$ cat src/rtl/dmem_arbiter.sv
`default_nettype none
// ============================================================================
// Module      : dmem_arbiter
// Description : Round-robin arbiter sharing one data-memory port between
//               NUM_HARTS load/store units. One winner is latched per cycle
//               and driven to memory from registers on the following cycle,
//               together with a one-hot acknowledge and the read data.
// Revision    : 1.0 - initial release
// ============================================================================
module dmem_arbiter #(
    parameter int NUM_HARTS = 3
) (
    input  logic                    i_clk,
    input  logic                    i_rst,
    input  logic [NUM_HARTS-1:0]    i_req_valid,
    input  logic [NUM_HARTS-1:0]    i_req_wen,
    input  logic [NUM_HARTS*32-1:0] i_req_addr,
    input  logic [NUM_HARTS*32-1:0] i_req_wdata,
    input  logic [NUM_HARTS*4-1:0]  i_req_mask,
    output logic [NUM_HARTS-1:0]    o_req_ack,
    output logic [31:0]             o_req_rdata,
    output logic [31:0]             o_dmem_addr,
    output logic                    o_dmem_ren,
    output logic                    o_dmem_wen,
    output logic [31:0]             o_dmem_wdata,
    output logic [3:0]              o_dmem_mask,
    input  logic [31:0]             i_dmem_rdata
);

    localparam int c_GW = (NUM_HARTS > 1) ? $clog2(NUM_HARTS) : 1;

    localparam logic [0:0] c_ST_IDLE = 1'b0;
    localparam logic [0:0] c_ST_BUSY = 1'b1;

    logic [0:0]      r_state;
    logic [c_GW-1:0] r_grant;
    logic [c_GW-1:0] r_ptr;
    logic            r_wen;
    logic [29:0]     r_addr_word;
    logic [31:0]     r_wdata;
    logic [3:0]      r_mask;

    logic [NUM_HARTS-1:0] w_gmask;
    logic [NUM_HARTS-1:0] w_elig;
    logic                 w_found;
    logic [c_GW-1:0]      w_win;
    logic [c_GW:0]        w_pos;
    logic [c_GW-1:0]      w_next_ptr;
    logic                 w_sel_wen;
    logic [29:0]          w_sel_addr_word;
    logic [31:0]          w_sel_wdata;
    logic [3:0]           w_sel_mask;

    // Byte-offset bits are the hart's concern; the arbiter only discards them.
    logic [2*NUM_HARTS-1:0] w_unused_addr_lsb;
    logic                   w_unused_bits;

    generate
        for (genvar k = 0; k < NUM_HARTS; k++) begin : g_addr_lsb
            assign w_unused_addr_lsb[2*k +: 2] = i_req_addr[32*k +: 2];
        end
    endgenerate

    assign w_unused_bits = ^w_unused_addr_lsb;

    // One-hot decode of the current grant, used both for masking and for the ack.
    always_comb begin
        w_gmask = '0;
        for (int k = 0; k < NUM_HARTS; k++) begin
            w_gmask[k] = (r_grant == c_GW'(k));
        end
    end

    // The granted hart still holds valid during its ack cycle, so drop it while busy.
    always_comb begin
        w_elig = i_req_valid;
        if (r_state == c_ST_BUSY) begin
            w_elig = i_req_valid & ~w_gmask;
        end
    end

    // Round-robin scan: first eligible hart at or after the pointer, wrapping.
    always_comb begin
        w_found = 1'b0;
        w_win   = '0;
        w_pos   = '0;
        for (int d = 0; d < NUM_HARTS; d++) begin
            w_pos = {1'b0, r_ptr} + (c_GW+1)'(d);
            if (w_pos >= (c_GW+1)'(NUM_HARTS)) begin
                w_pos = w_pos - (c_GW+1)'(NUM_HARTS);
            end
            for (int k = 0; k < NUM_HARTS; k++) begin
                if (!w_found && w_elig[k] && (w_pos == (c_GW+1)'(k))) begin
                    w_found = 1'b1;
                    w_win   = c_GW'(k);
                end
            end
        end
    end

    // Pointer moves to the hart just after the winner.
    always_comb begin
        if (w_win == c_GW'(NUM_HARTS - 1)) begin
            w_next_ptr = '0;
        end else begin
            w_next_ptr = w_win + c_GW'(1);
        end
    end

    // Multiplex the winning hart's request fields.
    always_comb begin
        w_sel_wen       = 1'b0;
        w_sel_addr_word = '0;
        w_sel_wdata     = '0;
        w_sel_mask      = '0;
        for (int k = 0; k < NUM_HARTS; k++) begin
            if (w_win == c_GW'(k)) begin
                w_sel_wen       = i_req_wen[k];
                w_sel_addr_word = i_req_addr[32*k+2 +: 30];
                w_sel_wdata     = i_req_wdata[32*k +: 32];
                w_sel_mask      = i_req_mask[4*k +: 4];
            end
        end
    end

    // State, grant, pointer and access registers; request fields sampled only here.
    always_ff @(posedge i_clk) begin
        if (i_rst) begin
            r_state     <= c_ST_IDLE;
            r_grant     <= '0;
            r_ptr       <= '0;
            r_wen       <= 1'b0;
            r_addr_word <= '0;
            r_wdata     <= '0;
            r_mask      <= '0;
        end else if (w_found) begin
            r_state     <= c_ST_BUSY;
            r_grant     <= w_win;
            r_ptr       <= w_next_ptr;
            r_wen       <= w_sel_wen;
            r_addr_word <= w_sel_addr_word;
            r_wdata     <= w_sel_wdata;
            r_mask      <= w_sel_mask;
        end else begin
            r_state     <= c_ST_IDLE;
        end
    end

    // Drive memory and the acknowledge only while an access is in flight.
    always_comb begin
        o_req_ack    = '0;
        o_req_rdata  = '0;
        o_dmem_addr  = '0;
        o_dmem_ren   = 1'b0;
        o_dmem_wen   = 1'b0;
        o_dmem_wdata = '0;
        o_dmem_mask  = '0;
        if (r_state == c_ST_BUSY) begin
            o_req_ack    = w_gmask;
            o_req_rdata  = i_dmem_rdata;
            o_dmem_addr  = {r_addr_word, 2'b00};
            o_dmem_ren   = ~r_wen;
            o_dmem_wen   = r_wen;
            o_dmem_wdata = r_wdata;
            o_dmem_mask  = r_mask;
        end
    end

endmodule
`default_nettype wire

$ cat config.mk
export PLATFORM = sky130hd
export DESIGN_NAME = dmem_arbiter
export DESIGN_NICKNAME = d
export VERILOG_FILES = /design/src/rtl/dmem_arbiter.sv
export SDC_FILE = /design/constraint.sdc
export NUM_CORES = 1
export LEC_CHECK = 0
export BUFFER_PORTS_ARGS = -buffer_cell sky130_fd_sc_hd__buf_4
export CAP_MARGIN = 10
export CORE_AREA = 5 5 131 133
export CTS_BUF_LIST = sky130_fd_sc_hd__clkbuf_2
export CTS_CLUSTER_SIZE = 14
export DETAILED_ROUTE_END_ITERATION = 10
export DIE_AREA = 0 0 136 138
export PLACE_DENSITY = 0.63
export SETUP_SLACK_MARGIN = 0.4
export SYNTH_ARGS = -nofsm -noshare
export SYNTH_HDL_FRONTEND = slang
export SYNTH_SLANG_ARGS = --single-unit
$ cat constraint.sdc
create_clock -name i_clk -period 4.85 [get_ports i_clk]
set_input_delay 0.485 -clock i_clk [delete_from_list [all_inputs] [get_ports i_clk]]
set_output_delay 0.485 -clock i_clk [all_outputs]
set_load 0.05 [all_outputs]
==> run_results.csv <==
group,metric,value,unit
outcome,status,"complete, no violations",
synthesis,ys_ff_latch,72,
cells_and_area,layout.cells.non_filler,1053,
timing,finalSetupViolCount,0,
global_route,grt_usage,0.189,
clock_tree,cts_resized,0,
synthesis,netlist_instances,535,
floorplan,initial_core_util,0.294,
timing,timing.slew.headroom,0.305,
power_and_ir_drop,ir_worst_vdd,0.278,mV
global_route,grt_max_degree,95,
setup_path,r2r_cells,6,
setup_path,crit_path_start_kind,"flip-flop",
synthesis,synth_seq_area_share,0.312,
global_route,grt_pass1_wl,28.5,mm
clock_tree,clkSlewWorstSetupHoldPaths,200,ps
route,post_drt_wl_per_cell,18.3,um
timing,tightest_slew,1040,ps
floorplan,pin_count,349,
route,viasPerCell,4.93,
job,drv_cap,0,
route,antenna_left,0,
timing,rsz0062_at_grt,"no",
cells_and_area,stdcell_area,7330,um2
clock_tree,cts_tree,"done",
synthesis,synth_most_common_cell,"and2_1",
synthesis,syn-cell-area,4620,um2
clock_tree,post_cts_buffers,0,
setup_path,crit_required,5270,ps
synthesis,synth.distinct_cells,42,
hold_path,worst_hold_path_type,"primary input to flip-flop",
route,drt_iter0_drc,196,
synthesis,ys_warn_count,0,
cells_and_area,n_antenna_cell,0,
route,wirelength,19.2,mm
hold_path,holdPathStages,2,
route,via_count,5192,
synthesis,synth_commonest_cells,"and2_1 (100), dfxtp_1 (72), nor2_1 (46)",
floorplan,dieArea,18800,um2
global_route,first_global_vias,4960,
clock_tree,clock_path_buffers,2,
floorplan,fp.dieH,138,um
route,drc,0,
placement,dpl.cell_count,1037,
clock_tree,htreeDepth,3,
synthesis,syn_avg_cell_area,8.63,um2
placement,hpwlAfterDp,14.2,mm
synthesis,synth_edf_count,0,
setup_path,crit_fanout,46,
setup_path,critPathKind,"flip-flop to flip-flop",
synthesis,async_flop_share,0,
synthesis,synth_flop_cell,"dfxtp_1",
synthesis,yosysTopAreaCell,"dfxtp_1",
clock_tree,cts_root_buffer,"clkbuf_2",
clock_tree,numCtsBuffers,9,
synthesis,synth.top_cells.by_area,"dfxtp_1 (31%), and2_1 (14%), nand3b_1 (7.0%)",
floorplan,row_count,46,
cells_and_area,drive_gt1_frac,0.471,
placement,gp_congestion,0.753,
global_route,antenna_found_initial,0,
setup_path,endpoint_kind,"flip-flop",
placement,placed_cell_area,7200,um2
timing,fin_crit,2990,ps
floorplan,die_x,136,um
clock_tree,ctsHoldBuffers,0,
timing,period_share,0.616,
global_route,grt_overflow,0,
power_and_ir_drop,cellLeakagePower,3.43,nW
power_and_ir_drop,power_density,577,nW/um2
timing,maxClockFrequency,335,MHz
clock_tree,clock-sinks,72,
setup_path,critPathArrivalTime,3410,ps
timing,hold_violations,0,
cells_and_area,area_delta_synth_final,58.9,%
synthesis,synth_top_area_frac,0.312,
timing,slew_violations,0,
route,dr.pass1.iters,4,
floorplan,fp.coreArea,15700,um2
clock_tree,clock_latency,520,ps
timing,fin_tns_setup,0,ps
placement,io_buffers,340,
timing,finalClockSkew,35.3,ps
cells_and_area,final_nets,1078,
routing by layer:
| metal | vias to the layer above | share of wire | track usage |
|---|---|---|---|
| li1 | 2559 | - | - |
| met1 | 2386 | 0.39 | 0.221 |
| met2 | 236 | 0.50 | 0.324 |
| met3 | 11 | 0.11 | 0.0740 |
| met4 | 0 | 0.0088 | 0.0430 |
| met5 | - | 0 | 0 |
where the power goes:
| group | internal, mW | leakage [nW] | total, mW | switching (mW) |
|---|---|---|---|---|
| Clock | 0.167 | 0.0788 | 0.393 | 0.226 |
| Sequential | 0.852 | 0.598 | 1.00 | 0.150 |
| Combinational | 1.01 | 2.76 | 2.84 | 1.83 |
cells by family after synthesis:
logic type | count (synthesis) | share of synthesized area
simple gates | 243 | 0.312
compound gates | 129 | 0.252
flops | 72 | 0.312
buf+inv | 67 | 0.0726
mux | 21 | 0.0455
fa+ha+maj | 2 | 0.00542
other cells | 1 | 0.000812
critical path, stage by stage, from the launching register on:
cell	delay, ps
dfxtp_2	800
nand2b_1	100
a311oi_1	340
and2_2	760
buf_4	490
a221oi_1	170
a211oi_1	220
stage by stage:
stage / power (mW) / hold WS, ps / utilization / setup slack, ps
2_1_floorplan: 3.07 / 434 / - / 2560
6_report: 4.23 / 163 / 0.467 / 1860
3_5_place_dp: 3.91 / 454 / 0.459 / 1810
4_1_cts: 4.31 / 86.2 / 0.467 / 1760
3_3_place_gp: 3.89 / 440 / 0.459 / 1780
5_1_grt: 4.53 / 91.8 / 0.467 / 1520
cells in the final DEF (no fill, tap or decap), types with 2 or more instances in the layout:
master / instances
a221oi_1: 36
or3_1: 2
mux2i_1: 21
bufinv_16: 2
a21oi_1: 6
a211oi_1: 36
a211oi_2: 2
o22a_1: 2
nor2_1: 46
nand2_1: 3
dfxtp_1: 71
ha_1: 2
and2_1: 99
a221oi_2: 2
clkbuf_2: 9
clkinv_1: 3
inv_1: 5
buf_4: 346
nand2b_1: 2
nor2b_1: 2
o2bb2ai_1: 6
conb_1: 2
nand3b_1: 43
nand3_1: 39
a222oi_1: 6
o211ai_2: 20
a32o_1: 3
area by class of cell:
cell class,count,area (um2)
inverters,6,22.5
flip-flops and latches,72,1440
clock inverters,7,85.1
multi-input cells,397,2870
clock buffers,9,45.0
well taps,216,270
repair buffers,346,2600
fillers,1624,8380
sequential cells by signal, summed over array words and instances (netlist names):
register / count
r_ptr: 2
r_wdata: 32
r_wen: 1
r_addr_word: 30
r_grant: 2
r_state: 1
r_mask: 4
worst paths after layout:
kind | from | endpoint | slack [ps]
max reg2reg | r_state | r_wdata[17] | 1860
min | i_req_addr[4] | r_addr_word[2] | 160
max | r_state | r_wdata[17] | 1860
min reg2reg | r_addr_word[15] | r_addr_word[15] | 500
No activity file was read; power rests on OpenSTA's default activity.
